### src/rtl/mac_dot_sequencer_if.sv
// Handshake and MAC-side signal bundle for the dot-product sequencer.
// slave is the sequencer's view; master is the view of the surrounding
// source, consumer and MAC.
interface mac_dot_sequencer_if #(
    parameter int LEN_W = 4
);
    logic             cmd_valid;
    logic             cmd_ready;
    logic [LEN_W-1:0] cmd_len;
    logic             in_valid;
    logic             in_ready;
    logic [3:0]       in_a;
    logic [3:0]       in_b;
    logic             out_valid;
    logic             out_ready;
    logic [7:0]       out_result;
    logic             out_overflow;
    logic [3:0]       mac_operand_a;
    logic [3:0]       mac_operand_b;
    logic             mac_reset;
    logic [7:0]       mac_result;

    modport slave (
        input  cmd_valid, cmd_len, in_valid, in_a, in_b, out_ready, mac_result,
        output cmd_ready, in_ready, out_valid, out_result, out_overflow,
               mac_operand_a, mac_operand_b, mac_reset
    );

    modport master (
        output cmd_valid, cmd_len, in_valid, in_a, in_b, out_ready, mac_result,
        input  cmd_ready, in_ready, out_valid, out_result, out_overflow,
               mac_operand_a, mac_operand_b, mac_reset
    );
endinterface

### src/rtl/mac_dot_sequencer.sv
// Dot-product sequencer: takes a length command, clears an external 4x4 MAC,
// streams operand pairs into it and presents the 8-bit accumulated sum with a
// sticky overflow flag on a valid/ready output.
module mac_dot_sequencer #(
    parameter int MAX_LEN = 15,
    parameter int LEN_W   = 4
) (
    input  logic               clock,
    input  logic               reset,
    mac_dot_sequencer_if.slave bus
);
    typedef enum logic [2:0] {
        IDLE  = 3'd0,
        CLEAR = 3'd1,
        ACCUM = 3'd2,
        DRAIN = 3'd3,
        DONE  = 3'd4
    } state_t;

    state_t           state_q;
    logic [LEN_W-1:0] len_q;
    logic [LEN_W-1:0] cnt_q;
    logic [LEN_W-1:0] cnt_d;
    logic             ovf_q;
    logic             ovf_d;
    logic [7:0]       out_result_q;
    logic             out_overflow_q;
    logic             cmd_ready_q;
    logic             in_ready_q;
    logic             out_valid_q;
    logic             clr_q;
    logic             fire;

    // Commands longer than the engine supports are truncated to MAX_LEN.
    function automatic logic [LEN_W-1:0] clamp_len(input logic [LEN_W-1:0] len);
        if (int'(len) > MAX_LEN) begin
            return LEN_W'(MAX_LEN);
        end
        return len;
    endfunction

    // True when adding a*b to the accumulator carries past 8 bits.
    function automatic logic sum_overflows(input logic [7:0] acc,
                                           input logic [3:0] a,
                                           input logic [3:0] b);
        logic [7:0] prod;
        logic [8:0] sum;
        prod = {4'd0, a} * {4'd0, b};
        sum  = {1'b0, acc} + {1'b0, prod};
        return sum[8];
    endfunction

    assign fire  = bus.in_valid & in_ready_q;
    assign cnt_d = cnt_q + LEN_W'(1);

    // Operands are zero unless a pair is actually being transferred, so the
    // free-running MAC only accumulates accepted data.
    assign bus.mac_operand_a = fire ? bus.in_a : 4'd0;
    assign bus.mac_operand_b = fire ? bus.in_b : 4'd0;
    assign bus.mac_reset     = reset | clr_q;
    assign bus.cmd_ready     = cmd_ready_q;
    assign bus.in_ready      = in_ready_q;
    assign bus.out_valid     = out_valid_q;
    assign bus.out_result    = out_result_q;
    assign bus.out_overflow  = out_overflow_q;

    // Sticky overflow update for the pair accepted this cycle.
    always_comb begin
        ovf_d = ovf_q;
        if (fire && sum_overflows(bus.mac_result, bus.in_a, bus.in_b)) begin
            ovf_d = 1'b1;
        end
    end

    // Command FSM; handshake outputs are registered alongside the state.
    always_ff @(posedge clock) begin
        if (reset) begin
            state_q        <= IDLE;
            len_q          <= '0;
            cnt_q          <= '0;
            ovf_q          <= 1'b0;
            out_result_q   <= 8'd0;
            out_overflow_q <= 1'b0;
            cmd_ready_q    <= 1'b1;
            in_ready_q     <= 1'b0;
            out_valid_q    <= 1'b0;
            clr_q          <= 1'b0;
        end else begin
            case (state_q)
                IDLE: begin
                    if (bus.cmd_valid) begin
                        len_q       <= clamp_len(bus.cmd_len);
                        cnt_q       <= '0;
                        ovf_q       <= 1'b0;
                        cmd_ready_q <= 1'b0;
                        clr_q       <= 1'b1;
                        state_q     <= CLEAR;
                    end
                end
                CLEAR: begin
                    clr_q <= 1'b0;
                    if (len_q == '0) begin
                        state_q <= DRAIN;
                    end else begin
                        in_ready_q <= 1'b1;
                        state_q    <= ACCUM;
                    end
                end
                ACCUM: begin
                    if (fire) begin
                        ovf_q <= ovf_d;
                        cnt_q <= cnt_d;
                        if (cnt_q == len_q - LEN_W'(1)) begin
                            in_ready_q <= 1'b0;
                            state_q    <= DRAIN;
                        end
                    end
                end
                DRAIN: begin
                    // The last pair's product has landed in the MAC by now.
                    out_result_q   <= bus.mac_result;
                    out_overflow_q <= ovf_q;
                    out_valid_q    <= 1'b1;
                    state_q        <= DONE;
                end
                DONE: begin
                    if (bus.out_ready) begin
                        out_valid_q <= 1'b0;
                        cmd_ready_q <= 1'b1;
                        state_q     <= IDLE;
                    end
                end
                default: begin
                    cmd_ready_q <= 1'b1;
                    in_ready_q  <= 1'b0;
                    out_valid_q <= 1'b0;
                    clr_q       <= 1'b0;
                    state_q     <= IDLE;
                end
            endcase
        end
    end
endmodule

### src/flat_wrapper.sv
// flat-port wrapper written by rule: the top's interface ports become plain ports
module mac_dot_sequencer_flat 
#(
    parameter int MAX_LEN = 15,
    parameter int LEN_W   = 4
)
  (clock, reset, bus_cmd_valid, bus_cmd_len, bus_in_valid, bus_in_a, bus_in_b, bus_out_ready, bus_mac_result, bus_cmd_ready, bus_in_ready, bus_out_valid, bus_out_result, bus_out_overflow, bus_mac_operand_a, bus_mac_operand_b, bus_mac_reset);
  mac_dot_sequencer_if #(.LEN_W(LEN_W)) bus_i ();
  input  logic clock;
  input  logic reset;
  input wire logic [$bits(bus_i.cmd_valid)-1:0] bus_cmd_valid;
  input wire logic [$bits(bus_i.cmd_len)-1:0] bus_cmd_len;
  input wire logic [$bits(bus_i.in_valid)-1:0] bus_in_valid;
  input wire logic [$bits(bus_i.in_a)-1:0] bus_in_a;
  input wire logic [$bits(bus_i.in_b)-1:0] bus_in_b;
  input wire logic [$bits(bus_i.out_ready)-1:0] bus_out_ready;
  input wire logic [$bits(bus_i.mac_result)-1:0] bus_mac_result;
  output wire logic [$bits(bus_i.cmd_ready)-1:0] bus_cmd_ready;
  output wire logic [$bits(bus_i.in_ready)-1:0] bus_in_ready;
  output wire logic [$bits(bus_i.out_valid)-1:0] bus_out_valid;
  output wire logic [$bits(bus_i.out_result)-1:0] bus_out_result;
  output wire logic [$bits(bus_i.out_overflow)-1:0] bus_out_overflow;
  output wire logic [$bits(bus_i.mac_operand_a)-1:0] bus_mac_operand_a;
  output wire logic [$bits(bus_i.mac_operand_b)-1:0] bus_mac_operand_b;
  output wire logic [$bits(bus_i.mac_reset)-1:0] bus_mac_reset;
  assign bus_i.cmd_valid = bus_cmd_valid;
  assign bus_i.cmd_len = bus_cmd_len;
  assign bus_i.in_valid = bus_in_valid;
  assign bus_i.in_a = bus_in_a;
  assign bus_i.in_b = bus_in_b;
  assign bus_i.out_ready = bus_out_ready;
  assign bus_i.mac_result = bus_mac_result;
  assign bus_cmd_ready = bus_i.cmd_ready;
  assign bus_in_ready = bus_i.in_ready;
  assign bus_out_valid = bus_i.out_valid;
  assign bus_out_result = bus_i.out_result;
  assign bus_out_overflow = bus_i.out_overflow;
  assign bus_mac_operand_a = bus_i.mac_operand_a;
  assign bus_mac_operand_b = bus_i.mac_operand_b;
  assign bus_mac_reset = bus_i.mac_reset;
  mac_dot_sequencer #(.MAX_LEN(MAX_LEN), .LEN_W(LEN_W)) u_core (.clock(clock), .reset(reset), .bus(bus_i));
endmodule
### config.mk
export PLATFORM = sky130hd
export DESIGN_NAME = mac_dot_sequencer_flat
export DESIGN_NICKNAME = d
export VERILOG_FILES = /design/src/rtl/mac_dot_sequencer_if.sv /design/src/rtl/mac_dot_sequencer.sv /design/src/flat_wrapper.sv
export SDC_FILE = /design/constraint.sdc
export NUM_CORES = 1
export LEC_CHECK = 0
export CAP_MARGIN = 5
export CORE_ASPECT_RATIO = 0.6
export CORE_UTILIZATION = 40
export CTS_CLUSTER_SIZE = 14
export DETAILED_ROUTE_END_ITERATION = 12
export PLACE_DENSITY = 0.68
export SLEW_MARGIN = 20
export SYNTH_ARGS = -nofsm -noshare
export SYNTH_HDL_FRONTEND = slang
export SYNTH_SLANG_ARGS = --single-unit
export TNS_END_PERCENT = 20
### constraint.sdc
create_clock -name clock -period 4.5 [get_ports clock]
set_input_delay 0.9 -clock clock [delete_from_list [all_inputs] [get_ports clock]]
set_output_delay 0.9 -clock clock [all_outputs]
set_load 0.005 [all_outputs]
; Word-level counts from Yosys, hierarchy flattened
; Index checks and enable logic that the tools add are counted.
[totals]
register_bits = 25
wordCells = 72
in_bits = 25
[op_classes]
reduce_logical = 16
mul = 1
n_addsub = 3
muxes = 25
n_bitwise = 6
eq_ne = 11
[op_table]
columns = op, count
row1 = $mux 4, 4
row2 = $pmux 3 s5, 1
row3 = $mux 3, 4
row4 = $reduce_and 4->1, 3
row5 = $reduce_or 3->1, 4
row6 = $mux 1, 10
row7 = $add 8x8->9, 1
row8 = $pmux 1 s3, 3
row9 = $mul 4x4->8, 1
row10 = $pmux 4 s2, 1
row11 = $eq 3x2->1 const B, 2
row12 = $ne 2x1->1 const B, 3
row13 = $ne 2x2->1 const B, 3
row14 = $reduce_and 2->1, 3
row15 = $reduce_and 3->1, 2
row16 = $add 4x1->4 const B, 1
row17 = $eq 4x4->1, 1
row18 = $logic_not 4->1, 1
row19 = $not 1->1, 4
row20 = $pmux 1 s2, 2
row21 = $sub 4x1->4 const B, 1
row22 = $eq 3x1->1 const B, 1
row23 = $eq 3x3->1 const B, 1
row24 = $logic_not 3->1, 1
row25 = other kinds (4), 4

; Depth between registers and ports, before layout
; Gate-level depths: netlist (run 1).
[logic_depth]
ltp_word = 6
mapped_depth = 12
ltp_nobuf = 12

; Worst setup path after synthesis (run 1)
; Ideal clock, no wire load.
[synth_path]
kind = input -> register
from = input bus_in_b[3]
to = register u_core.ovf_q
setup_time_ps = 117
path_stages = 11
arrival_time_ps = 3426
setup_slack_ps = 956
path_cell_list = nand2_1 fa_1 fa_1 fa_1 inv_1 ha_1 nand2_1 o21a_1 o221ai_1 mux2i_1 nand2_1
[synth_via]
elab_chain_cells = 5
[synth_rtl]
columns = item, line_no
row1 = from (decl), flat_wrapper.sv:15  ; input wire logic [$bits(bus_i.in_b)-1:0] bus_in_b;
row2 = $mul 4x4->8, mac_dot_sequencer.sv:48  ; prod = {4'd0, a} * {4'd0, b};
row3 = $add 8x8->9, mac_dot_sequencer.sv:49  ; sum = {1'b0, acc} + {1'b0, prod};
row4 = $logic_and 1x1->1, mac_dot_sequencer.sv:70  ; if (fire && sum_overflows(bus.mac_result, bus.in_a, bus.in_b)) begin
row5 = $ne 2x1->1 (no line), n/a
row6 = $reduce_and 4->1 (no line), n/a
row7 = to (signal assigned), mac_dot_sequencer.sv:111  ; ovf_q <= ovf_d;
row8 = to (decl), mac_dot_sequencer.sv:24  ; logic ovf_q;
; No other way between the ends.
; A chain may end at the register's enable or synchronous reset.

; Worst setup path in the final report (run 1)
[layout_path]
from = input bus_in_a[1]
to = register u_core.ovf_q
[layout_via]
elab_chain_cells = 5
[layout_rtl]
columns = item, line_no
row1 = from (decl), flat_wrapper.sv:14  ; input wire logic [$bits(bus_i.in_a)-1:0] bus_in_a;
row2 = $mul 4x4->8, mac_dot_sequencer.sv:48
row3 = $add 8x8->9, mac_dot_sequencer.sv:49
row4 = $logic_and 1x1->1, mac_dot_sequencer.sv:70
row5 = $ne 2x1->1 (no line), n/a
row6 = $reduce_and 4->1 (no line), n/a
; No other way between the ends.

==> results.json, run 1 <==
{
  "startpoint_type": "primary input",
  "final_cell_mix": "45 x clkdlybuf4s50_1, 32 x nand2_1, 25 x dfxtp_1",
  "path_max_fanout": 5,
  "cts_setup_buffers": 0,
  "synth_edf_count": 0,
  "synth-main-ff-cell": "dfxtp_1",
  "cts_tree": "done",
  "synthCells": 214,
  "port_buffers": 45,
  "grt_max_degree": 28,
  "end_kind": "flip-flop",
  "swShare_pct": 37.5,
  "drc": 0,
  "finalNetCount": 307,
  "grt_pass1_vias": 1364,
  "p_clk_share_pct": 16.7,
  "drt.antenna.violating_nets": 0,
  "worstPathCellList": "clkdlybuf4s50_1 > nand2_1 > fa_1 > fa_1 > fa_1 > inv_1 > ha_1 > nand2_1 > o21a_1 > o221ai_1 > mux2i_1 > nand2_1",
  "synth_simple_gate_area_share_pct": 26.3,
  "gp_congestion": 0.773,
  "ios": 46,
  "fin_hold_ws_ps": 457,
  "finalClockSkew_ps": 10.3,
  "powerDensity_mw_per_mm2": 352,
  "cts.clk_slew.worst_paths_ps": 90,
  "final_common_cell": "clkdlybuf4s50_1",
  "firstDrtPassIters": 4,
  "grt_pass1_wl_mm": 6.76,
  "synthAdderAreaFrac_pct": 21.0,
  "cp.arrival_ps": 4170,
  "cp_top_family": "adder cells",
  "internal_power_uw": 509,
  "cts-resized-gates": 0,
  "die_y_microns": 53.6,
  "die_w_microns": 88.0,
  "crit_buf_inv": 2,
  "ir_drop_mv": 0.175,
  "ys_seq_area_share_pct": 28.2,
  "totalWireLength_mm": 4.06,
  "cts_hold_buffers": 0,
  "yosys_warnings": 0,
  "power.leakage_nw": 0.985,
  "finalHoldViolCount": 0,
  "cp_slowest_stage_delay_ps": 570,
  "seqPwrFrac_pct": 39.8,
  "synth_nets": 264,
  "h-tree-depth": 1,
  "muxShareOfSynthArea_pct": 1.69,
  "worst_pin_slew_ps": 570,
  "synth_cell_types": 36,
  "synth-compound-area-share_pct": 11.2,
  "ctsRootBufferMaster": "clkbuf_8",
  "drt-vias-per-instance": 4.83,
  "area_growth_pct": 30.4,
  "max_freq_mhz": 250,
  "yosys_register_bits": 25,
  "final.setup.tns_ps": 0,
  "required_ps": 4670,
  "placementRows": 18,
  "total_power_uw": 813,
  "max_cap_violations": 0,
  "worstHoldPathType": "flip-flop to flip-flop",
  "core_sq_mm": 0.00419,
  "synth_top_family_by_area": "simple AND/OR/NAND/NOR gates",
  "drtIter0Drc": 69,
  "finalNonFillerCells": 316,
  "drv_slew": 0,
  "antenna_found_initial": 0,
  "post_dp_cell_area_sq_mm": 0.00227,
  "status": "finished clean",
  "period_share_pct": 88.9,
  "synth_xor_area_share_pct": 4.45,
  "grt_usage_pct": 19.0,
  "maxSlewHeadroom_pct": 61.9,
  "numCtsBuffers": 3,
  "drive_gt1_share_pct": 5.47,
  "insertion_delay_ps": 270,
  "crit_slowest_cell": "clkdlybuf4s50_1",
  "grt-ovfl-total": 0,
  "clk_path_buf_depth": 2,
  "n_antenna_cell": 0,
  "wl_per_cell_microns": 12.9,
  "crit_type": "primary input to flip-flop",
  "postSynth.asyncResetShare_pct": 0,
  "setup_viol": 0,
  "fill_cells": 417,
  "combPwrFrac_pct": 43.6,
  "avgSynthCellArea_sq_um": 8.28,
  "cts_sinks": 25,
  "switching_power_uw": 305,
  "dp_cells": 312,
  "rsz0062_at_grt": "false",
  "num_vias": 1527,
  "dpl.hpwl_mm": 3.19,
  "die-area_sq_mm": 0.00471,
  "fin_crit_ps": 4000,
  "synth_area_sq_mm": 0.00177,
  "initial_utilization_pct": 42.3,
  "stdcell_area_sq_mm": 0.00231
}
-- cell usage after synthesis (3+ instances only) --
master,number,area (sq um)
nand3_1,4,20.0
mux2i_1,3,30.0
clkbuf_1,4,15.0
and3_1,10,62.6
dfxtp_1,25,500
and2_1,11,68.8
nor3_1,4,20.0
xor2_1,4,35.0
a21oi_1,22,110
buf_2,4,20.0
inv_1,20,75.1
nand4_1,3,18.8
nor2_1,16,60.1
fa_1,8,160
ha_1,17,213
nand2_1,32,120
xnor2_1,5,43.8
-- stage by stage --
stage                     util [%]  setup slack (ps)
final                         55.2               501
after global routing          55.2               307
after CTS                     55.2               529
after detailed placement      54.1               249
after global placement        54.1               333
after floorplan                  -               956
-- registers in the layout (all words and copies together) (netlist names), 3 cells and up --
register / count
u_core.len_q: 4
u_core.state_q: 3
u_core.bus.out_result: 8
u_core.cnt_q: 4
-- worst reg2reg max path: stages (launching register included) --
cell and delay [ps]:
dfxtp_1 630, or3b_4 480, o21bai_4 140, nand4_1 130
xor2_1 210, nor3_2 50
-- worst paths after layout --
path / depth (start not counted) / slack [ps] / to / startpoint
setup / recovery: 12 / 500 / u_core.ovf_q / bus_in_a[1]
hold / removal: 2 / 460 / u_core.bus.out_result[4] / u_core.bus.out_result[4]
setup reg to reg: 5 / 2760 / u_core.cnt_q[3] / u_core.state_q[1]
hold reg to reg: 2 / 460 / u_core.bus.out_result[4] / u_core.bus.out_result[4]
-- final cells by class --
cell class | instances | area [sq um] | share of cell area, %
multi-input cells | 159 | 1150 | 49.6
flip-flops and latches | 25 | 500 | 21.6
repair buffers | 47 | 465 | 20.1
inverters | 21 | 78.8 | 3.41
well taps | 60 | 75.1 | 3.25
clock buffers | 4 | 45.0 | 1.95
-- power by group through the flow --
stage	registers, mW	clock network [mW]	logic [mW]
after floorplan	0.292	0	0.268
final	0.323	0.136	0.354
after detailed placement	0.327	0	0.354
after global routing	0.331	0.150	0.403
after global placement	0.326	0	0.351
after CTS	0.322	0.137	0.356
-- layer usage --
| layer | vias to the layer above | routed length (microns) | global-route usage (%) |
|---|---|---|---|
| li1 | 802 | - | - |
| met1 | 686 | 2450 | 31.2 |
| met2 | 37 | 1440 | 25.3 |
| met3 | 2 | 167 | 3.83 |
| met4 | 0 | 11 | 1.64 |
| met5 | - | 0 | 0 |
-- logic make-up after synthesis --
family                     after synthesis
and+or+nand+nor                         89
AOI/OAI and AO/OA                       33
buffers and inverters                   30
adders and majority gates               25
DFF                                     25
xor gates and xnor gates                 9
muxes                                    3
(Power assumes the default switching activity.)
==> run 2, diff against run 1 <==
--- a/config.mk
+++ b/config.mk
@@ -6,13 +6,13 @@
 export NUM_CORES = 1
 export LEC_CHECK = 0
 export CAP_MARGIN = 5
-export CORE_ASPECT_RATIO = 0.6
-export CORE_UTILIZATION = 40
+export CORE_ASPECT_RATIO = 1.1
+export CORE_UTILIZATION = 49
 export CTS_CLUSTER_SIZE = 14
 export DETAILED_ROUTE_END_ITERATION = 12
-export PLACE_DENSITY = 0.68
+export PLACE_DENSITY = 0.8
 export SLEW_MARGIN = 20
 export SYNTH_ARGS = -nofsm -noshare
 export SYNTH_HDL_FRONTEND = slang
 export SYNTH_SLANG_ARGS = --single-unit
-export TNS_END_PERCENT = 20
+export TNS_END_PERCENT = 1
==> run 2 against run 1 <==
Effect of this change:
- fmax increased by 3.8%
- final cell count decreased by 4.1%
- non-clock buffer count decreased by 1
- clock power decreased by 24%
- setup slack improved by 150 ps
- sequential share of layout area increased by 0.36 points
- cell area decreased by 1.6%
- hold slack improved by 7.0 ps
- clock skew decreased by 6.2 ps
- register-to-register slack got worse by 250 ps
- sequential cell count unchanged
==> results.json, run 2 (synthesized netlist as in run 1, its figures left out) <==
{
  "port_buffers": 45,
  "final.setup.tns_ps": 0,
  "setup_viol": 0,
  "largest_register_ffs": 8,
  "powerDensity_mw_per_mm2": 334,
  "finalHoldViolCount": 0,
  "required_ps": 4730,
  "cts.clk_slew.worst_paths_ps": 140,
  "rsz0062_at_grt": "false",
  "hold_path_end": "u_core.bus.out_result[2]",
  "final_cell_mix": "45 x clkdlybuf4s50_1, 32 x nand2_1, 25 x dfxtp_1",
  "drive_gt1_share_pct": 5.49,
  "status": "finished clean",
  "p_clk_share_pct": 13.5,
  "ctsRootBufferMaster": "clkbuf_4",
  "max_cap_violations": 0,
  "cts-resized-gates": 0,
  "r2r_end": "u_core.cnt_q[3]",
  "area_growth_pct": 28.3,
  "maxSlewHeadroom_pct": 50.0,
  "die-area_sq_mm": 0.00386,
  "max_freq_mhz": 260,
  "reg2regPathDepth": 5,
  "end_kind": "flip-flop",
  "period_share_pct": 85.6,
  "dpl.hpwl_mm": 2.85,
  "startpoint_type": "primary input",
  "switching_power_uw": 286,
  "worst_pin_slew_ps": 747,
  "worstPathCellList": "clkdlybuf4s50_1 > nand2_1 > fa_1 > fa_1 > fa_1 > inv_1 > ha_1 > nand2_1 > o21a_1 > o221ai_1 > mux2i_1 > nand2_1",
  "cts_setup_buffers": 0,
  "worstHoldPathType": "flip-flop to flip-flop",
  "stdcell_area_sq_mm": 0.00227,
  "initial_utilization_pct": 52.4,
  "h-tree-depth": 1,
  "drtIter0Drc": 43,
  "worstHoldPathCells": 2,
  "die_w_microns": 59.4,
  "swShare_pct": 37.6,
  "firstDrtPassIters": 4,
  "grt-ovfl-total": 0,
  "grt_pass1_vias": 1463,
  "grt_pass1_wl_mm": 6.00,
  "crit_type": "primary input to flip-flop",
  "n_antenna_cell": 0,
  "seqPwrFrac_pct": 42.1,
  "drt.antenna.violating_nets": 0,
  "grt_usage_pct": 20.2,
  "ir_drop_mv": 0.264,
  "cts_sinks": 25,
  "total_power_uw": 760,
  "utilization_pct": 67.2,
  "cts_tree": "done",
  "r2r-start": "u_core.state_q[1]",
  "finalNetCount": 306,
  "hp-start": "u_core.bus.out_result[2]",
  "ios": 46,
  "fin_crit_ps": 3850,
  "cp_slowest_stage_delay_ps": 540,
  "drc": 0,
  "totalWireLength_mm": 3.58,
  "antenna_found_initial": 0,
  "wl_per_cell_microns": 11.8,
  "die_y_microns": 65.1,
  "drv_slew": 0,
  "core_sq_mm": 0.00339,
  "placementRows": 22,
  "gp_congestion": 0.875,
  "final_common_cell": "clkdlybuf4s50_1",
  "path_max_fanout": 5,
  "post_dp_cell_area_sq_mm": 0.00224,
  "fill_cells": 292,
  "insertion_delay_ps": 320,
  "power.leakage_nw": 0.971,
  "internal_power_uw": 474,
  "cp.arrival_ps": 4080,
  "crit_slowest_cell": "clkdlybuf4s50_1",
  "cts_hold_buffers": 0,
  "r2r_slack_ps": 2510,
  "numCtsBuffers": 3,
  "grt_max_degree": 28,
  "num_vias": 1551,
  "finalClockSkew_ps": 4.04,
  "combPwrFrac_pct": 44.4,
  "clk_path_buf_depth": 2,
  "drt-vias-per-instance": 5.12
}
## run 2: worst max path at each step
stage / endpoint / start / cells after the start
after floorplan: u_core.ovf_q / bus_in_b[3] / 11
after global placement: u_core.ovf_q / bus_in_a[0] / 12
after detailed placement: u_core.ovf_q / bus_in_a[0] / 12
after CTS: u_core.ovf_q / bus_in_a[0] / 12
after global routing: u_core.ovf_q / bus_in_a[0] / 12
final: u_core.ovf_q / bus_in_a[0] / 12
## run 2: layout make-up
type | instances | area [sq um] | area share (%)
clock buffer | 3 | 22.5 | 0.990
clock inverter | 1 | 7.51 | 0.330
inverter | 21 | 78.8 | 3.47
multi-input combinational | 159 | 1150 | 50.4
sequential | 25 | 500 | 22.0
tap | 48 | 60.1 | 2.64
timing repair buffer | 46 | 458 | 20.1
## run 2: metrics by stage
| step | std cells | setup WS (ps) | hold WS (ps) |
|---|---|---|---|
| 6_report | 303 | 648 | 464 |
| 5_1_grt | 303 | 488 | 480 |
| 4_1_cts | 303 | 627 | 468 |
| 3_5_place_dp | 299 | 276 | 449 |
| 3_3_place_gp | 299 | 303 | 444 |
| 2_1_floorplan | 214 | 956 | 423 |
## run 2: worst max-delay path, delay by kind of cell
family	cells	cell delay, ps
adders and majority gates	4	1820
buffers and inverters	2	580
AOI/OAI and AO/OA	2	360
and+or+nand+nor	3	210
muxes	1	200
## run 2: power by group through the flow
stage	clock [mW]	combinational [mW]	sequential [mW]
2_1_floorplan	0	0.268	0.292
3_3_place_gp	0	0.334	0.323
3_5_place_dp	0	0.341	0.324
4_1_cts	0.107	0.344	0.320
5_1_grt	0.115	0.384	0.328
6_report	0.103	0.338	0.320
## run 2: layer usage
metal / track usage [%] / vias up / routed length, microns
met1: 23.5 / 710 / 1570
met3: 2.59 / 5 / 161
met4: 7.74 / 0 / 57
met5: 0 / - / 0
li1: - / 797 / -
met2: 36.7 / 39 / 1800
